## src/rtl/esc_i2c_master.sv

```systemverilog
// esc_i2c_master: single-register I2C initiator for the ESC responder.
// Each request runs one register write or one register read, with a
// repeated START for reads. Both bus lines are open-drain: an _oe output
// at 1 pulls the line low, and the line floats high when it is 0.
// Each bus bit is four quarters of CLK_DIV clk cycles.
// Optional feature: define ESC_I2C_MASTER_RETRY_EN to retry an address
// NACK in ACK1 up to three times before ack_err is reported.
module esc_i2c_master #(
  parameter int         CLK_DIV  = 16,
  parameter logic [6:0] DEV_ADDR = 7'h10
) (
  input  logic       clk,
  input  logic       rst_n,
  input  logic       start,
  input  logic       rw,
  input  logic [7:0] reg_addr,
  input  logic [7:0] wr_data,
  output logic       busy,
  output logic       done,
  output logic       ack_err,
  output logic [7:0] rd_data,
  output logic       scl_oe,
  output logic       sda_oe,
  input  logic       sda_in
);

  localparam int DW = (CLK_DIV > 2) ? $clog2(CLK_DIV) : 1;

  // S_RWAIT is only reachable when address retries are enabled.
  typedef enum logic [3:0] {
    S_IDLE, S_START, S_ADDRW, S_ACK1, S_REG, S_ACK2, S_WDATA, S_ACK3,
    S_RSTART, S_ADDRR, S_ACK4, S_RDATA, S_MNACK, S_STOP, S_RWAIT
  } state_t;

  state_t        r_state, w_next;
  logic [DW-1:0] r_div;
  logic [1:0]    r_q;        // quarter within the current bit
  logic [2:0]    r_bit;      // bit within the current byte
  logic [7:0]    r_sh;       // transmit / receive shift register
  logic          r_rw;
  logic [7:0]    r_reg;
  logic [7:0]    r_wdat;
  logic          r_nack;     // last ACK slot sampled high
  logic          r_busy;
  logic          r_done;
  logic          r_ack_err;
  logic [7:0]    r_rd_data;

  logic w_tick, w_samp, w_qend, w_byte_end, w_accept, w_tx, w_ack;
  logic w_retry_pend, w_scl_oe, w_sda_oe, w_scl_low;

  assign w_accept   = (r_state == S_IDLE) && start;
  assign w_tick     = (r_state != S_IDLE) && (r_div == DW'(CLK_DIV - 1));
  assign w_samp     = w_tick && (r_q == 2'd2);
  assign w_qend     = w_tick && (r_q == 2'd3);
  assign w_byte_end = w_qend && (r_bit == 3'd7);
  assign w_tx       = r_state inside {S_ADDRW, S_REG, S_WDATA, S_ADDRR};
  assign w_ack      = r_state inside {S_ACK1, S_ACK2, S_ACK3, S_ACK4};

`ifdef ESC_I2C_MASTER_RETRY_EN
  logic       r_retry;
  logic [1:0] r_tries;

  assign w_retry_pend = r_retry;

  // Count ACK1 NACKs and hold the pending-retry flag across the STOP.
  always_ff @(posedge clk or negedge rst_n) begin
    if (!rst_n) begin
      r_retry <= 1'b0;
      r_tries <= 2'd0;
    end else if (w_accept) begin
      r_retry <= 1'b0;
      r_tries <= 2'd0;
    end else if ((r_state == S_ACK1) && w_qend && r_nack && (r_tries != 2'd3)) begin
      r_retry <= 1'b1;
      r_tries <= r_tries + 2'd1;
    end else if ((r_state == S_STOP) && w_qend) begin
      r_retry <= 1'b0;
    end
  end
`else
  assign w_retry_pend = 1'b0;
`endif

  // State register.
  always_ff @(posedge clk or negedge rst_n) begin
    // NOTE: sequential state uses non-blocking assignments so every
    // register samples the values from before the edge.
    if (!rst_n) r_state <= S_IDLE;
    else        r_state <= w_next;
  end

  // Next-state sequencing through the transaction.
  always_comb begin
    // NOTE: the default first means every path assigns w_next, so no
    // latch is inferred.
    w_next = r_state;
    unique case (r_state)
      S_IDLE:   if (start)      w_next = S_START;
      S_START:  if (w_qend)     w_next = S_ADDRW;
      S_ADDRW:  if (w_byte_end) w_next = S_ACK1;
      S_ACK1:   if (w_qend)     w_next = r_nack ? S_STOP : S_REG;
      S_REG:    if (w_byte_end) w_next = S_ACK2;
      S_ACK2:   if (w_qend)     w_next = r_nack ? S_STOP : (r_rw ? S_RSTART : S_WDATA);
      S_WDATA:  if (w_byte_end) w_next = S_ACK3;
      S_ACK3:   if (w_qend)     w_next = S_STOP;
      S_RSTART: if (w_qend)     w_next = S_ADDRR;
      S_ADDRR:  if (w_byte_end) w_next = S_ACK4;
      S_ACK4:   if (w_qend)     w_next = r_nack ? S_STOP : S_RDATA;
      S_RDATA:  if (w_byte_end) w_next = S_MNACK;
      S_MNACK:  if (w_qend)     w_next = S_STOP;
      S_STOP:   if (w_qend)     w_next = w_retry_pend ? S_RWAIT : S_IDLE;
      S_RWAIT:  if (w_qend)     w_next = S_START;
      default:                  w_next = S_IDLE;
    endcase
  end

  // Line drive: SCL low in q0/q1 of every clocked bit; SDA per state.
  always_comb begin
    w_scl_oe  = 1'b0;
    w_sda_oe  = 1'b0;
    w_scl_low = (r_q == 2'd0) || (r_q == 2'd1);
    unique case (r_state)
      S_START: w_sda_oe = r_q[1];
      S_ADDRW, S_REG, S_WDATA, S_ADDRR: begin
        w_scl_oe = w_scl_low;
        w_sda_oe = ~r_sh[7];
      end
      S_ACK1, S_ACK2, S_ACK3, S_ACK4, S_RDATA, S_MNACK:
        w_scl_oe = w_scl_low;
      S_RSTART: begin
        w_scl_oe = w_scl_low;
        w_sda_oe = (r_q == 2'd3);
      end
      S_STOP: begin
        w_scl_oe = w_scl_low;
        w_sda_oe = (r_q != 2'd3);
      end
      default: ;
    endcase
  end

  // Divider, bit position, operand latch, shift register and completion.
  always_ff @(posedge clk or negedge rst_n) begin
    if (!rst_n) begin
      r_div     <= '0;
      r_q       <= 2'd0;
      r_bit     <= 3'd0;
      r_sh      <= 8'h00;
      r_rw      <= 1'b0;
      r_reg     <= 8'h00;
      r_wdat    <= 8'h00;
      r_nack    <= 1'b0;
      r_busy    <= 1'b0;
      r_done    <= 1'b0;
      r_ack_err <= 1'b0;
      r_rd_data <= 8'h00;
    end else begin
      r_done <= 1'b0;

      if ((r_state == S_IDLE) || w_tick) r_div <= '0;
      else                               r_div <= r_div + 1'b1;

      if (w_next != r_state) begin
        r_q   <= 2'd0;
        r_bit <= 3'd0;
      end else if (w_tick) begin
        r_q <= r_q + 2'd1;
        if (r_q == 2'd3) r_bit <= r_bit + 3'd1;
      end

      if (w_accept) begin
        r_rw      <= rw;
        r_reg     <= reg_addr;
        r_wdat    <= wr_data;
        r_ack_err <= 1'b0;
        r_nack    <= 1'b0;
        r_busy    <= 1'b1;
      end

      // Load each outgoing byte on entry; shift out at bit end, in at q2 end.
      if (w_next != r_state) begin
        unique case (w_next)
          S_ADDRW: r_sh <= {DEV_ADDR, 1'b0};
          S_REG:   r_sh <= r_reg;
          S_WDATA: r_sh <= r_wdat;
          S_ADDRR: r_sh <= {DEV_ADDR, 1'b1};
          default: ;
        endcase
      end else if (w_qend && w_tx) begin
        r_sh <= {r_sh[6:0], 1'b0};
      end else if (w_samp && (r_state == S_RDATA)) begin
        r_sh <= {r_sh[6:0], sda_in};
      end

      if (w_samp && w_ack) r_nack <= sda_in;

      if ((r_state == S_STOP) && w_qend) begin
        if (w_retry_pend) begin
          r_nack <= 1'b0;
        end else begin
          r_busy    <= 1'b0;
          r_done    <= 1'b1;
          r_ack_err <= r_nack;
          if (r_rw && !r_nack) r_rd_data <= r_sh;
        end
      end
    end
  end

  assign busy    = r_busy;
  assign done    = r_done;
  assign ack_err = r_ack_err;
  assign rd_data = r_rd_data;
  assign scl_oe  = w_scl_oe;
  assign sda_oe  = w_sda_oe;

endmodule

```

## config.mk

```make
export PLATFORM = sky130hd
export DESIGN_NAME = esc_i2c_master
export DESIGN_NICKNAME = d
export VERILOG_FILES = /design/src/rtl/esc_i2c_master.sv
export SDC_FILE = /design/constraint.sdc
export NUM_CORES = 1
export LEC_CHECK = 0
export CAP_MARGIN = 20
export CORE_MARGIN = 3
export CORE_UTILIZATION = 35
export CTS_BUF_LIST = sky130_fd_sc_hd__clkbuf_8 sky130_fd_sc_hd__clkbuf_16
export DETAILED_ROUTE_END_ITERATION = 16
export GPL_TIMING_DRIVEN = 0
export HOLD_SLACK_MARGIN = 0.12
export PLACE_DENSITY_LB_ADDON = 0.15
export SLEW_MARGIN = 10
export SYNTH_ARGS = -nofsm -noshare
export SYNTH_HDL_FRONTEND = slang
export SYNTH_SLANG_ARGS = --single-unit
export TNS_END_PERCENT = 10
```

## constraint.sdc

```tcl
create_clock -name clk -period 2.56 [get_ports clk]
set_input_delay 0.384 -clock clk [delete_from_list [all_inputs] [get_ports clk]]
set_output_delay 0.384 -clock clk [all_outputs]
set_load 0.1 [all_outputs]
```

==> results of run 1 <==
[timing repair]
item                       CTS  global route
cloned                       0             0
gates resized for setup      6            22
buffers inserted             0            19
setup endpoints to repair   10            24
hold buffers                 1             0
pin swaps                    0            12
hold endpoints to repair     6             0
[worst register-to-register path: cells and delay by family, from the launching register on]
family | cells | cell delay [ns]
DFF | 1 | 0.44
adders and majority gates | 1 | 0.18
and+or+nand+nor | 3 | 0.58
AOI/OAI and AO/OA | 2 | 0.50
buffers and inverters | 3 | 0.37
muxes | 1 | 0.34
[cells in the final DEF (no fill, tap or decap), types with 7 or more instances in the layout]
cell type,netlist,final
clkbuf_8,4,10
dfrtp_1,50,49
clkdlybuf4s50_1,0,30
nor2_1,29,29
a21oi_1,10,10
mux2i_1,10,10
o21ai_0,9,8
mux2_2,32,32
nand3_1,7,7
nand2_1,15,13
buf_4,0,18
[worst paths after layout]
check	start	end	slack, ns	cells past startpoint
worst max-delay path	r_q[0]$_DFFE_PN0P_	r_sh[6]$_DFFE_PN0P_	0.05	10
worst min-delay path	busy$_DFFE_PN0P_	busy$_DFFE_PN0P_	0.50	2
worst max register to register	r_q[0]$_DFFE_PN0P_	r_sh[6]$_DFFE_PN0P_	0.05	10
worst min register to register	busy$_DFFE_PN0P_	busy$_DFFE_PN0P_	0.50	2
max in group asynchronous	rst_n	r_sh[6]$_DFFE_PN0P_	1.37	3
min in group asynchronous	rst_n	r_q[0]$_DFFE_PN0P_	0.63	2
[logic make-up (layout without fill, tap and decap cells)]
| family | Yosys count | count (layout) | synth area share [%] |
|---|---|---|---|
| and+or+nand+nor | 83 | 83 | 16.24 |
| DFF | 50 | 50 | 44.60 |
| AOI/OAI and AO/OA | 46 | 46 | 12.31 |
| muxes | 42 | 42 | 16.41 |
| buffers and inverters | 22 | 84 | 6.065 |
| adders and majority gates | 7 | 7 | 3.122 |
| xor gates and xnor gates | 4 | 4 | 1.249 |
[final cells by class]
cell class                 instances  area, µm²
clock inverter                     2      38.79
buffer                            14      150.1
tap                              102      127.6
timing repair buffer              54      503.0
multi-input combinational        182       1459
sequential                        50       1252
clock buffer                       6      82.58
fill                             730       4124
inverter                           8      30.03
[routing by layer]
| layer | routed length (µm) | global-route usage (%) | up-vias |
|---|---|---|---|
| met5 | 0 | 0 | - |
| met4 | 116 | 5.095 | 0 |
| met3 | 324 | 3.631 | 6 |
| met2 | 3319 | 25.59 | 64 |
| met1 | 3102 | 21.39 | 1081 |
| li1 | - | - | 1046 |
[metrics by stage]
step	setup TNS, ns	std cells	worst slack, ns	util (%)
4_1_cts	-1.616	399	-0.2480	43.90
3_3_place_gp	-28.06	389	-0.5193	42.09
3_5_place_dp	-2.129	390	-0.3323	42.28
2_1_floorplan	0	254	0.06968	-
6_report	0	418	0.05058	46.91
5_1_grt	-0.02386	418	-0.01300	46.91
[report_power, final]
group | total, mW | internal [mW] | switching, mW | leakage, nW
Sequential | 0.789 | 0.789 | 0 | 0.663
Clock | 0.600 | 0.322 | 0.278 | 0.0618
Combinational | 0.0519 | 0.0301 | 0.0218 | 1.03
==> impl_metrics.env, run 1 <==
export IMPL_synthesis_area_um2=2805
export IMPL_die_h_um=95.53
export IMPL_hp_class="reg2reg"
export IMPL_required_ns=2.75
export IMPL_placed_area_um2=3284
export IMPL_grt_pass1_wl_mm=11.34
export IMPL_synth_fp_nets=282
export IMPL_ys_warn_count=0
export IMPL_synth_edf_count=0
export IMPL_slew_violations=0
export IMPL_place_congestion=0.8771
export IMPL_cts_max_level=2
export IMPL_maxCapViolations=0
export IMPL_p_leak_nw=1.752
export IMPL_finalWirelength_mm=6.863
export IMPL_max_freq_mhz=398.5
export IMPL_critPathLaunchType="register"
export IMPL_grt_pass1_vias=2202
export IMPL_status="complete, no violations"
export IMPL_cpPeakStageDelay_ns=0.44
export IMPL_path_cells="ha_4 -> and4_4 -> buf_8 -> nand2_4 -> o221ai_2 -> and4_4 -> buf_8 -> buf_12 -> mux2_2 -> a221o_1"
export IMPL_clock_sinks=50
export IMPL_synthTopCellsByArea="dfrtp_1 (45%), mux2_2 (13%), nor2_1 (3.9%)"
export IMPL_path_max_fanout=10
export IMPL_yosysSeqAreaShare_pct=44.60
export IMPL_cts_buffers=5
export IMPL_synthArstFlopShare_pct=100.0
export IMPL_wl_per_cell_um=16.42
export IMPL_hold_violations=0
export IMPL_drt_initial_drc_count=84
export IMPL_grt_max_degree=27
export IMPL_cts_root_buf="clkbuf_8"
export IMPL_cts_tree="yes"
export IMPL_clock_path_buffers=2
export IMPL_yosysTopAreaCell="dfrtp_1"
export IMPL_areaGrowthSynthToFinish_pct=29.88
export IMPL_routed_via_density=5.256
export IMPL_nets=343
export IMPL_postSynthCellCount=254
export IMPL_fin_worst_skew_ns=0.005941
export IMPL_io_pins=34
export IMPL_hold_ws_ns=0.5013
export IMPL_synth_top_cell_area_share_pct=44.60
export IMPL_fin_area_um2=3643
export IMPL_slew_headroom_pct=34.98
export IMPL_synth_common_cells="dfrtp_1 (50), mux2_2 (32), nor2_1 (29), nand2_1 (15)"
export IMPL_cp_end_kind="register"
export IMPL_period_share_pct=98.02
export IMPL_port_buffers=33
export IMPL_grt_use_total_pct=15.99
export IMPL_std_cell_rows=32
export IMPL_tightestPinTransition_ns=0.9723
export IMPL_num_vias=2197
export IMPL_start_util_pct=36.11
export IMPL_crit_path_top_delay_cell="dfrtp_1"
export IMPL_clkLatencyLatePin_ns=0.30
export IMPL_p_total_mw=1.441
export IMPL_grt_overflow=0
export IMPL_max_vdd_ir_drop_v=0.0002098
export IMPL_ys_types=54
export IMPL_fp_coreArea_um2=7767
export IMPL_critPathArrivalTime_ns=2.70
export IMPL_drcViolationCount=0
export IMPL_die_area_um2=9125
export IMPL_synth_ff_latch_count=50
export IMPL_die_w_um=95.53
export IMPL_drt_pass1_iter_count=4
export IMPL_yosysMostFrequentCell="dfrtp_1"
export IMPL_setup_violations=0
export IMPL_worstSetupPathType="reg2reg"
export IMPL_syn_area_per_cell_um2=11.04
export IMPL_synth_ff_type="dfrtp_1"
export IMPL_cts_clk_slew_worst_paths_ns=0.10
export IMPL_drive_above_1_share_pct=31.33
export IMPL_power_density_nw_per_um2=395.4
export IMPL_antenna_found_initial=0
export IMPL_antenna_left=0
export IMPL_crit_buf_inv=3
export IMPL_diodes=0
export IMPL_dp_hpwl_mm=4.809
export IMPL_post_route_min_period_ns=2.509
export IMPL_critPathTopFamily="simple AND/OR/NAND/NOR gates"
Power figures use the tool's default switching activity.
==> inputs of run 2 (changes only) <==
Settings changed: SLEW_MARGIN 10 to 20.
==> run 2 against run 1 <==
Sequential cell count unchanged. Global-route usage down 0.42 points. Fmax about the same. Setup slack worse by 0.00092 ns. Critical path type unchanged. Highest routed layer unchanged. Critical path depth unchanged.
==> impl_metrics.env, run 2 (same netlist as run 1, synthesis figures left out) <==
export IMPL_path_cells="ha_4 -> and4_4 -> buf_8 -> mux2i_1 -> a221oi_2 -> nand2_2 -> buf_4 -> and3_1 -> buf_2 -> a221o_1"
export IMPL_critPathArrivalTime_ns=2.69
export IMPL_layout_common_cells="dfrtp_1 (48), mux2_2 (32), clkdlybuf4s50_1 (30)"
export IMPL_nets=340
export IMPL_slew_violations=0
export IMPL_drcViolationCount=0
export IMPL_port_buffers=33
export IMPL_pwr_share_clk_pct=35.3
export IMPL_fin_ws_ns=0.04966
export IMPL_finalWirelength_mm=6.786
export IMPL_comb_power_share_pct=3.7
export IMPL_drive_above_1_share_pct=30.77
export IMPL_tightestPinTransition_ns=0.9722
export IMPL_place_congestion=0.8771
export IMPL_cts_tree="yes"
export IMPL_grt_pass1_vias=2185
export IMPL_fin_worst_skew_ns=0.009231
export IMPL_critPathTopFamily="compound AO/OA/AOI/OAI gates"
export IMPL_crit_buf_inv=3
export IMPL_diodes=0
export IMPL_worstSetupPathType="reg2reg"
export IMPL_rsz0062_at_grt="yes"
export IMPL_clkLatencyLatePin_ns=0.30
export IMPL_slew_headroom_pct=34.98
export IMPL_fp_coreArea_um2=7767
export IMPL_status="complete, no violations"
export IMPL_r2r_slack_ns=0.05
export IMPL_post_route_min_period_ns=2.510
export IMPL_cts_buffers=5
export IMPL_cts_clk_slew_worst_paths_ns=0.10
export IMPL_grt_use_total_pct=15.57
export IMPL_drt_initial_drc_count=95
export IMPL_switching_power_mw=0.2883
export IMPL_cts_root_buf="clkbuf_8"
export IMPL_wl_per_cell_um=16.39
export IMPL_antenna_found_initial=0
export IMPL_internal_power_mw=1.005
export IMPL_hp_class="in2async"
export IMPL_clock_path_buffers=2
export IMPL_postCtsHoldBufs=0
export IMPL_seqPwrFrac_pct=61.0
export IMPL_cp_end_kind="register"
export IMPL_start_util_pct=36.11
export IMPL_max_vdd_ir_drop_v=0.0002363
export IMPL_dp_hpwl_mm=4.722
export IMPL_required_ns=2.74
export IMPL_clock_sinks=50
export IMPL_grt_overflow=0
export IMPL_nFillCells=731
export IMPL_hold_ws_ns=0.09964
export IMPL_final_common_cell="dfrtp_1"
export IMPL_num_vias=2172
export IMPL_crit_path_top_delay_cell="dfrtp_1"
export IMPL_max_freq_mhz=398.4
export IMPL_areaGrowthSynthToFinish_pct=27.30
export IMPL_cts_max_level=2
export IMPL_period_share_pct=98.06
export IMPL_path_max_fanout=10
export IMPL_p_total_mw=1.293
export IMPL_cpPeakStageDelay_ns=0.42
export IMPL_r2r_cells=10
export IMPL_die_h_um=95.53
export IMPL_routed_via_density=5.246
export IMPL_maxCapViolations=0
export IMPL_post_place_ws_ns=-0.3347
export IMPL_power_density_nw_per_um2=362.2
export IMPL_grt_pass1_wl_mm=11.05
export IMPL_setup_violations=0
export IMPL_std_cell_rows=32
export IMPL_regToRegStartpoint="r_div[1]$_DFF_PN0_"
export IMPL_drt_pass1_iter_count=4
export IMPL_die_area_um2=9125
export IMPL_grt_max_degree=51
export IMPL_critPathLaunchType="register"
export IMPL_hold_violations=0
export IMPL_p_sw_share_pct=22.29
export IMPL_die_w_um=95.53
export IMPL_reg2reg_to="r_sh[2]$_DFFE_PN0P_"
export IMPL_p_leak_nw=1.700
export IMPL_antenna_left=0
export IMPL_io_pins=34
-- run 2: power by group through the flow --
stage | sequential (mW) | clock [mW] | combinational, mW
after floorplan | 0.805 | 0 | 0.000682
after global placement | 0.805 | 0 | 0.0500
after detailed placement | 0.805 | 0 | 0.0493
after CTS | 0.789 | 0.481 | 0.0496
after global routing | 0.789 | 0.508 | 0.0532
final | 0.789 | 0.457 | 0.0475
-- run 2: how the worst max path moves through the flow --
stage / startpoint / end / depth (start not counted)
after floorplan: r_div[0]$_DFF_PN0_ / r_sh[1]$_DFFE_PN0P_ / 9
after global placement: rst_n / rd_data[3]$_DFFE_PN0P_ / 1
after detailed placement: r_state[3]$_DFF_PN0_ / sda_oe / 6
after CTS: r_q[0]$_DFFE_PN0P_ / r_sh[2]$_DFFE_PN0P_ / 8
after global routing: r_div[1]$_DFF_PN0_ / r_sh[2]$_DFFE_PN0P_ / 10
final: r_div[1]$_DFF_PN0_ / r_sh[2]$_DFFE_PN0P_ / 10
-- run 2: worst register-to-register path: stages (launching register included) --
cell	delay (ns)
dfrtp_1	0.42
ha_4	0.19
and4_4	0.21
buf_8	0.14
mux2i_1	0.13
a221oi_2	0.39
nand2_2	0.12
buf_4	0.17
and3_1	0.14
buf_2	0.16
a221o_1	0.33
-- run 2: repair_timing --
item	in CTS	in global routing
resized for setup	6	20
setup buffers	0	18
pin swaps	0	11
setup endpoints to repair	10	23
-- run 2: layer usage --
| metal | global-route usage (%) | routed length (µm) | vias to the layer above |
|---|---|---|---|
| met5 | 0 | 0 | - |
| met4 | 3.436 | 125 | 0 |
| met3 | 2.920 | 333 | 12 |
| met2 | 25.71 | 3262 | 70 |
| met1 | 21.15 | 3065 | 1055 |
| li1 | - | - | 1035 |
-- run 2: layout make-up --
cell class                      instances  area, µm²  area share [%]
Clock inverter                          2      13.76          0.3854
Inverter                                8      30.03          0.8409
Sequential cell                        50       1254           35.11
Clock buffer                            5      68.82           1.927
Multi-Input combinational cell        182       1456           40.79
Tap cell                              102      127.6           3.574
Buffer                                 14      147.6           4.135
Timing Repair Buffer                   51      473.0           13.24
-- run 2: through the flow --
stage	cell area [µm²]	std cells	TNS [ns]	utilization [%]
4_1_cts	3343	396	-1.608	43.04
6_report	3571	414	0	45.97
3_3_place_gp	3269	389	-28.06	42.09
3_5_place_dp	3267	389	-2.043	42.06
2_1_floorplan	2811	254	0	-
5_1_grt	3571	414	-0.05226	45.97
